==> src/rtl/memory_arbiter_pkg.sv <==
// Shared types for the instruction/data memory arbiter.
package memory_arbiter_pkg;

  // Machine word carried on every address and data path.
  typedef logic [31:0] word_t;

  // Arbiter FSM states.
  typedef enum logic [1:0] {
    IDLE = 2'd0,
    IACC = 2'd1,
    DACC = 2'd2,
    RESP = 2'd3
  } arb_state_t;

  // Kind of the access currently latched.
  typedef enum logic {
    ACC_READ  = 1'b0,
    ACC_WRITE = 1'b1
  } acc_kind_t;

endpackage

==> src/rtl/memory_arbiter_if.sv <==
// Bundle of the cache-side request/response signals and the RAM-side bus.
// The arbiter connects through the master modport.
// Whatever drives requests and models the RAM connects through the slave modport.
interface memory_arbiter_if;
  import memory_arbiter_pkg::*;

  // cache side
  logic  iREN;
  word_t iaddr;
  logic  dREN;
  logic  dWEN;
  word_t daddr;
  word_t dstore;
  logic  ihit;
  logic  dhit;
  word_t iload;
  word_t dload;

  // RAM side
  logic  ramREN;
  logic  ramWEN;
  word_t ramaddr;
  word_t ramstore;
  word_t ramload;
  logic  ramready;
  logic  ramerror;

  modport master (
    input  iREN, iaddr, dREN, dWEN, daddr, dstore,
    output ihit, dhit, iload, dload,
    output ramREN, ramWEN, ramaddr, ramstore,
    input  ramload, ramready, ramerror
  );

  modport slave (
    output iREN, iaddr, dREN, dWEN, daddr, dstore,
    input  ihit, dhit, iload, dload,
    input  ramREN, ramWEN, ramaddr, ramstore,
    output ramload, ramready, ramerror
  );

endinterface

==> src/rtl/memory_arbiter.sv <==
// Arbitrates one single-ported RAM between instruction fetch and data accesses.
// Data accesses win by default.
// After MAX_DWIN consecutive data grants made while a fetch waited, the fetch is served next.
// Every output is a flop, so there is no combinational path from any input to any output.
module memory_arbiter
  import memory_arbiter_pkg::*;
#(
  parameter int MAX_DWIN = 4,
  parameter int CW       = 3
) (
  input  logic             CLK,
  input  logic             nRST,   // active-high asynchronous reset
  memory_arbiter_if.master bus
);

  localparam logic [CW-1:0] MAX_CNT = CW'(MAX_DWIN);

  arb_state_t    state_q,      state_d;
  logic [CW-1:0] starve_cnt_q, starve_cnt_d;
  word_t         addr_q,       addr_d;
  word_t         store_q,      store_d;
  acc_kind_t     kind_q,       kind_d;
  logic          ren_q,        ren_d;
  logic          wen_q,        wen_d;
  logic          ihit_q,       ihit_d;
  logic          dhit_q,       dhit_d;
  word_t         iload_q,      iload_d;
  word_t         dload_q,      dload_d;

  logic data_req;
  logic fetch_due;

  assign data_req  = bus.dREN | bus.dWEN;
  // A waiting fetch has seen its quota of data grants go by and must be served now.
  assign fetch_due = bus.iREN && (starve_cnt_q == MAX_CNT);

  // Next-state logic: arbitration in IDLE, access tracking in IACC/DACC, and the hit pulse in RESP.
  always_comb begin
    state_d      = state_q;
    starve_cnt_d = starve_cnt_q;
    addr_d       = addr_q;
    store_d      = store_q;
    kind_d       = kind_q;
    ren_d        = 1'b0;
    wen_d        = 1'b0;
    ihit_d       = 1'b0;
    dhit_d       = 1'b0;
    iload_d      = iload_q;
    dload_d      = dload_q;

    unique case (state_q)
      IDLE: begin
        if (data_req && !fetch_due) begin
          state_d = DACC;
          addr_d  = bus.daddr;
          store_d = bus.dstore;
          // A write request takes precedence over a read request raised in the same cycle.
          kind_d  = bus.dWEN ? ACC_WRITE : ACC_READ;
          ren_d   = !bus.dWEN;
          wen_d   = bus.dWEN;
          if (bus.iREN) begin
            starve_cnt_d = (starve_cnt_q == MAX_CNT) ? starve_cnt_q : starve_cnt_q + CW'(1);
          end else begin
            starve_cnt_d = '0;
          end
        end else if (bus.iREN) begin
          state_d      = IACC;
          addr_d       = bus.iaddr;
          kind_d       = ACC_READ;
          ren_d        = 1'b1;
          starve_cnt_d = '0;
        end else begin
          starve_cnt_d = '0;
        end
      end

      IACC, DACC: begin
        // Keep the strobes up for the whole access; the address and store data stay latched.
        ren_d = ren_q;
        wen_d = wen_q;
        if (bus.ramready) begin
          state_d = RESP;
          ren_d   = 1'b0;
          wen_d   = 1'b0;
          if (state_q == IACC) begin
            ihit_d  = 1'b1;
            iload_d = bus.ramload;
          end else begin
            dhit_d = 1'b1;
            if (kind_q == ACC_READ) begin
              dload_d = bus.ramload;
            end
          end
        end else if (bus.ramerror) begin
          // Drop the access without a hit; the still-raised request is re-arbitrated from IDLE.
          state_d = IDLE;
          ren_d   = 1'b0;
          wen_d   = 1'b0;
        end
      end

      RESP: begin
        // Dead cycle while the hit is high, so the requester can drop its request first.
        state_d = IDLE;
      end

      default: begin
        state_d = IDLE;
      end
    endcase
  end

  // All state and every output register, cleared asynchronously so an in-flight access is abandoned.
  always_ff @(posedge CLK or posedge nRST) begin
    if (nRST) begin
      state_q      <= IDLE;
      starve_cnt_q <= '0;
      addr_q       <= '0;
      store_q      <= '0;
      kind_q       <= ACC_READ;
      ren_q        <= 1'b0;
      wen_q        <= 1'b0;
      ihit_q       <= 1'b0;
      dhit_q       <= 1'b0;
      iload_q      <= '0;
      dload_q      <= '0;
    end else begin
      state_q      <= state_d;
      starve_cnt_q <= starve_cnt_d;
      addr_q       <= addr_d;
      store_q      <= store_d;
      kind_q       <= kind_d;
      ren_q        <= ren_d;
      wen_q        <= wen_d;
      ihit_q       <= ihit_d;
      dhit_q       <= dhit_d;
      iload_q      <= iload_d;
      dload_q      <= dload_d;
    end
  end

  assign bus.ramREN   = ren_q;
  assign bus.ramWEN   = wen_q;
  assign bus.ramaddr  = addr_q;
  assign bus.ramstore = store_q;
  assign bus.ihit     = ihit_q;
  assign bus.dhit     = dhit_q;
  assign bus.iload    = iload_q;
  assign bus.dload    = dload_q;

endmodule

==> src/flat_wrapper.sv <==
// flat-port wrapper written by rule: the top's interface ports become plain ports
module memory_arbiter_flat import memory_arbiter_pkg::*;
#(
  parameter int MAX_DWIN = 4,
  parameter int CW       = 3
)
  (CLK, nRST, bus_iREN, bus_iaddr, bus_dREN, bus_dWEN, bus_daddr, bus_dstore, bus_ihit, bus_dhit, bus_iload, bus_dload, bus_ramREN, bus_ramWEN, bus_ramaddr, bus_ramstore, bus_ramload, bus_ramready, bus_ramerror);
  memory_arbiter_if bus_i ();
  input  logic CLK;
  input  logic nRST;
  input wire logic [$bits(bus_i.iREN)-1:0] bus_iREN;
  input wire logic [$bits(bus_i.iaddr)-1:0] bus_iaddr;
  input wire logic [$bits(bus_i.dREN)-1:0] bus_dREN;
  input wire logic [$bits(bus_i.dWEN)-1:0] bus_dWEN;
  input wire logic [$bits(bus_i.daddr)-1:0] bus_daddr;
  input wire logic [$bits(bus_i.dstore)-1:0] bus_dstore;
  output wire logic [$bits(bus_i.ihit)-1:0] bus_ihit;
  output wire logic [$bits(bus_i.dhit)-1:0] bus_dhit;
  output wire logic [$bits(bus_i.iload)-1:0] bus_iload;
  output wire logic [$bits(bus_i.dload)-1:0] bus_dload;
  output wire logic [$bits(bus_i.ramREN)-1:0] bus_ramREN;
  output wire logic [$bits(bus_i.ramWEN)-1:0] bus_ramWEN;
  output wire logic [$bits(bus_i.ramaddr)-1:0] bus_ramaddr;
  output wire logic [$bits(bus_i.ramstore)-1:0] bus_ramstore;
  input wire logic [$bits(bus_i.ramload)-1:0] bus_ramload;
  input wire logic [$bits(bus_i.ramready)-1:0] bus_ramready;
  input wire logic [$bits(bus_i.ramerror)-1:0] bus_ramerror;
  assign bus_i.iREN = bus_iREN;
  assign bus_i.iaddr = bus_iaddr;
  assign bus_i.dREN = bus_dREN;
  assign bus_i.dWEN = bus_dWEN;
  assign bus_i.daddr = bus_daddr;
  assign bus_i.dstore = bus_dstore;
  assign bus_ihit = bus_i.ihit;
  assign bus_dhit = bus_i.dhit;
  assign bus_iload = bus_i.iload;
  assign bus_dload = bus_i.dload;
  assign bus_ramREN = bus_i.ramREN;
  assign bus_ramWEN = bus_i.ramWEN;
  assign bus_ramaddr = bus_i.ramaddr;
  assign bus_ramstore = bus_i.ramstore;
  assign bus_i.ramload = bus_ramload;
  assign bus_i.ramready = bus_ramready;
  assign bus_i.ramerror = bus_ramerror;
  memory_arbiter #(.MAX_DWIN(MAX_DWIN), .CW(CW)) u_core (.CLK(CLK), .nRST(nRST), .bus(bus_i));
endmodule
==> config.mk <==
export PLATFORM = sky130hd
export DESIGN_NAME = memory_arbiter_flat
export DESIGN_NICKNAME = d
export VERILOG_FILES = /design/src/rtl/memory_arbiter_pkg.sv /design/src/rtl/memory_arbiter_if.sv /design/src/rtl/memory_arbiter.sv /design/src/flat_wrapper.sv
export SDC_FILE = /design/constraint.sdc
export NUM_CORES = 1
export LEC_CHECK = 0
export ABC_AREA = 1
export BUFFER_PORTS_ARGS = -buffer_cell sky130_fd_sc_hd__clkbuf_2
export CORE_MARGIN = 10
export CORE_UTILIZATION = 48
export DETAILED_ROUTE_END_ITERATION = 12
export PLACE_DENSITY = 0.8
export SLEW_MARGIN = 30
export SYNTH_ARGS = -nofsm -noshare
export SYNTH_HDL_FRONTEND = slang
export SYNTH_SLANG_ARGS = --single-unit
==> constraint.sdc <==
create_clock -name CLK -period 12.25 [get_ports CLK]
set_input_delay 1.8375 -clock CLK [delete_from_list [all_inputs] [get_ports CLK]]
set_output_delay 1.8375 -clock CLK [all_outputs]
set_load 0.01 [all_outputs]
==> metrics.log <==
INFO  metric status = complete, no violations
INFO  metric final.setup_skew = approximately 0.0049 ns
INFO  metric final_antenna_net_count = 0
INFO  metric met2_routing_resource_usage_after_global_routing = 0.326
INFO  metric synth.top_cell.area_share = 0.588
INFO  metric global_route.overflow_total = 0
INFO  metric post-dp-hpwl = 12.6 mm
INFO  metric fp_rows = 40
INFO  metric maximum_frequency_from_static_timing_analysis = 263 MHz
INFO  metric initialDrtViolationCount = 340
INFO  metric yosysWarningCount = 0
INFO  metric final_nets = approximately 1,100
INFO  metric timing.slew.headroom = 0.516
INFO  metric chipHeight = 131 µm
INFO  metric grt_pass1_wl = roughly 26 mm
INFO  metric cts-resized-gates = 0
INFO  metric type_of_the_most_critical_hold_path = flop to flop
INFO  metric initial_utilization = 0.489
INFO  metric layout.filler_cells = between 1,000 and 1,500
INFO  metric postSynthRegisterBits = roughly 140
INFO  metric route.detailed.vias_per_inst = 4.76
INFO  metric postCtsSetupRepairBufs = 0
INFO  metric io_buffers = approximately 270
INFO  metric syn_to_final_growth = 33.0%
INFO  metric insertion_delay = around 0.4 ns
INFO  metric max-vdd-ir-drop = 0.000131 V
INFO  metric totalNegativeSetupSlack = 0 ns
INFO  metric global_route.usage.met1 = 0.233
INFO  metric cts_buffer_depth = 2
INFO  metric synth_top_cell_by_area = dfrtp_1
INFO  metric kind_of_launch_point_of_the_worst_setup_path = input port
INFO  metric detailedPlace.worstSlack = 8.04 ns
INFO  metric cts-htree-levels = 4
INFO  metric crit_arrival = a little over 4 ns
INFO  metric power_per_cell_area = 261 nW/µm²
INFO  metric grt_pass1_vias = 5,253
INFO  metric route.vias.total = 5,213
INFO  metric cts.sink_count = 138
INFO  metric cts_made_buffers = 17
INFO  metric synthesis.area = about 6000 µm²
INFO  metric diodes = 0
INFO  metric area_of_placed_instances = 7260 µm²
INFO  metric synth_sequential_area_ratio = 0.588
INFO  metric final_cell_area = 7810 µm²
INFO  metric critical_path_peak_fanout = 36
INFO  metric grtUsageMet3 = 0.0540
INFO  metric max_slew.worst_pin.slew = 0.725 ns
INFO  metric critical_path_required = 12.60 ns
INFO  metric tritoncts = built
INFO  metric core_region_area = 12,000 µm²
INFO  metric cap_violations = 0
INFO  metric p_leak = 4.63 nW
INFO  metric syn_nets = a little over 800
INFO  metric post_drt_wl_per_cell = 15.4 µm
INFO  metric holdBufCountCts = 0
INFO  metric critPathKind = input port to flop
INFO  metric netlist-cell-type-count = 20
INFO  metric die_area = 17,100 µm²
INFO  metric grt_antenna_before_repair = 0
INFO  metric final.min_clock_period = 3.81 ns
INFO  metric drive_gt1_frac = 0.324
INFO  metric totalWireLength = 16.8 mm
INFO  metric timing.final.setup_violations = 0
INFO  metric critPathCaptureType = flop
INFO  metric drt_first_pass_iters = 5
INFO  metric cts.reportedPaths.clkPinSlew = 0.05 ns
INFO  metric die_x = 131 µm
INFO  metric cell_at_the_root_of_the_clock_tree = clkbuf_16
INFO  metric grt_max_degree = 77
INFO  metric report.final.hold_viol_count = 0
INFO  metric layout_worst_path_cycle_share = 0.311
INFO  metric post-route-drc-count = 0
INFO  metric final.hold.worst_slack = 0.475 ns
INFO  metric timing.final.max_slew_violations = 0
INFO  metric grtUsageTotal = 0.196
INFO  metric postSynthCellCount = 686
INFO  metric gp_congestion = 0.806
INFO  metric synthTopCellsByArea = dfrtp_1 59%, nand2_1 18%, o21ai_0 5.6%
INFO  metric grt_busiest_layer = met2
INFO  metric rsz0062_at_grt = no
INFO  metric num_io_pins = between 200 and 300
INFO  metric setup_slack = 8.44 ns
INFO  metric avgSynthCellArea = 8.56 µm²
state kept, by name, summed over array words and instances, names as in the netlist:
signal	cells
u_core.bus.dload	32
u_core.bus.dhit	1
u_core.bus.ramaddr	32
u_core.bus.ihit	1
u_core.state_q	2
u_core.starve_cnt_q	3
u_core.bus.ramREN	1
u_core.bus.iload	32
u_core.bus.ramWEN	1
u_core.kind_q	1
u_core.bus.ramstore	32
layout make-up:
cell class                      instances  area, µm²  share of cell area
Tap cell                              147        184              0.0235
Clock buffer                           25        495              0.0634
Timing Repair Buffer                  269       1360               0.174
Sequential cell                       138       3450               0.442
Multi-Input combinational cell        433       1980               0.253
Inverter                               80        305              0.0391
Clock inverter                          3       40.0             0.00512
critical path: stages:
cell and delay [ns]:
clkbuf_2 0.11, inv_2 0.04, nand2_2 0.52, nand3_2 0.74
inv_2 0.66, nand2_1 0.13, nand2_1 0.08
logic make-up after synthesis:
kind of cell    after synthesis  share of synthesized area
buf+inv                     115                     0.0782
simple gates                357                      0.261
flops                       138                      0.588
compound gates               71                     0.0624
fa+ha+maj                     5                     0.0106
cells in the final DEF, fill, tap and decap left out, drive strengths merged:
cell type  count
a21oi          1
buf            3
bufinv         1
clkbuf       291
clkinv         2
dfrtp        138
ha             5
inv           80
nand2        282
nand3         38
nand3b        32
nor2           4
o21ai         67
o22ai          3
or2            1
synth_stat cells:
library cell,number
buf_1,1
a21oi_2,1
o21ai_0,66
ha_1,5
nand3_4,1
clkbuf_1,18
o21ai_2,1
nand3_2,1
buf_2,13
nand3_1,36
dfrtp_1,138
nor2_1,4
nand2_2,2
buf_4,3
or2_2,1
nand2_1,280
inv_2,4
nand3b_1,32
o22ai_1,3
inv_1,76
metal layers:
| layer | wire, µm | vias up |
|---|---|---|
| li1 | - | 2614 |
| met1 | 6690 | 2379 |
| met2 | 8430 | 193 |
| met3 | 1310 | 27 |
| met4 | 410 | 0 |
| met5 | 0 | - |
path summary, 6_finish.rpt:
kind	cells past startpoint	slack, ns	start	to
min in group asynchronous	2	1.49	nRST	u_core.bus.ihit
max in group asynchronous	3	9.70	nRST	u_core.bus.ramaddr[15]
hold / removal	2	0.48	u_core.bus.ramstore[3]	u_core.bus.ramstore[3]
setup / recovery	7	8.44	bus_dWEN	u_core.bus.ramstore[21]
setup reg to reg	7	9.67	u_core.starve_cnt_q[0]	u_core.bus.ramstore[21]
hold reg to reg	2	0.48	u_core.bus.ramstore[3]	u_core.bus.ramstore[3]
per-stage QoR:
| stage | std cells | util | total power (W) |
|---|---|---|---|
| floorplan | 686 | - | 0.00124 |
| global placement | 1067 | 0.605 | 0.00157 |
| detailed placement | 1067 | 0.605 | 0.00159 |
| CTS | 1095 | 0.649 | 0.00207 |
| global route | 1095 | 0.650 | 0.00220 |
| finish | 1095 | 0.650 | 0.00204 |
where the power goes:
group	total (W)	switching, W	internal (W)
Clock	0.000466	0.000171	0.000295
Combinational	0.000772	0.000481	0.000290
Sequential	0.000804	0.000126	0.000678
Total	0.00204	0.000778	0.00126
Power figures use the tool's default switching activity.
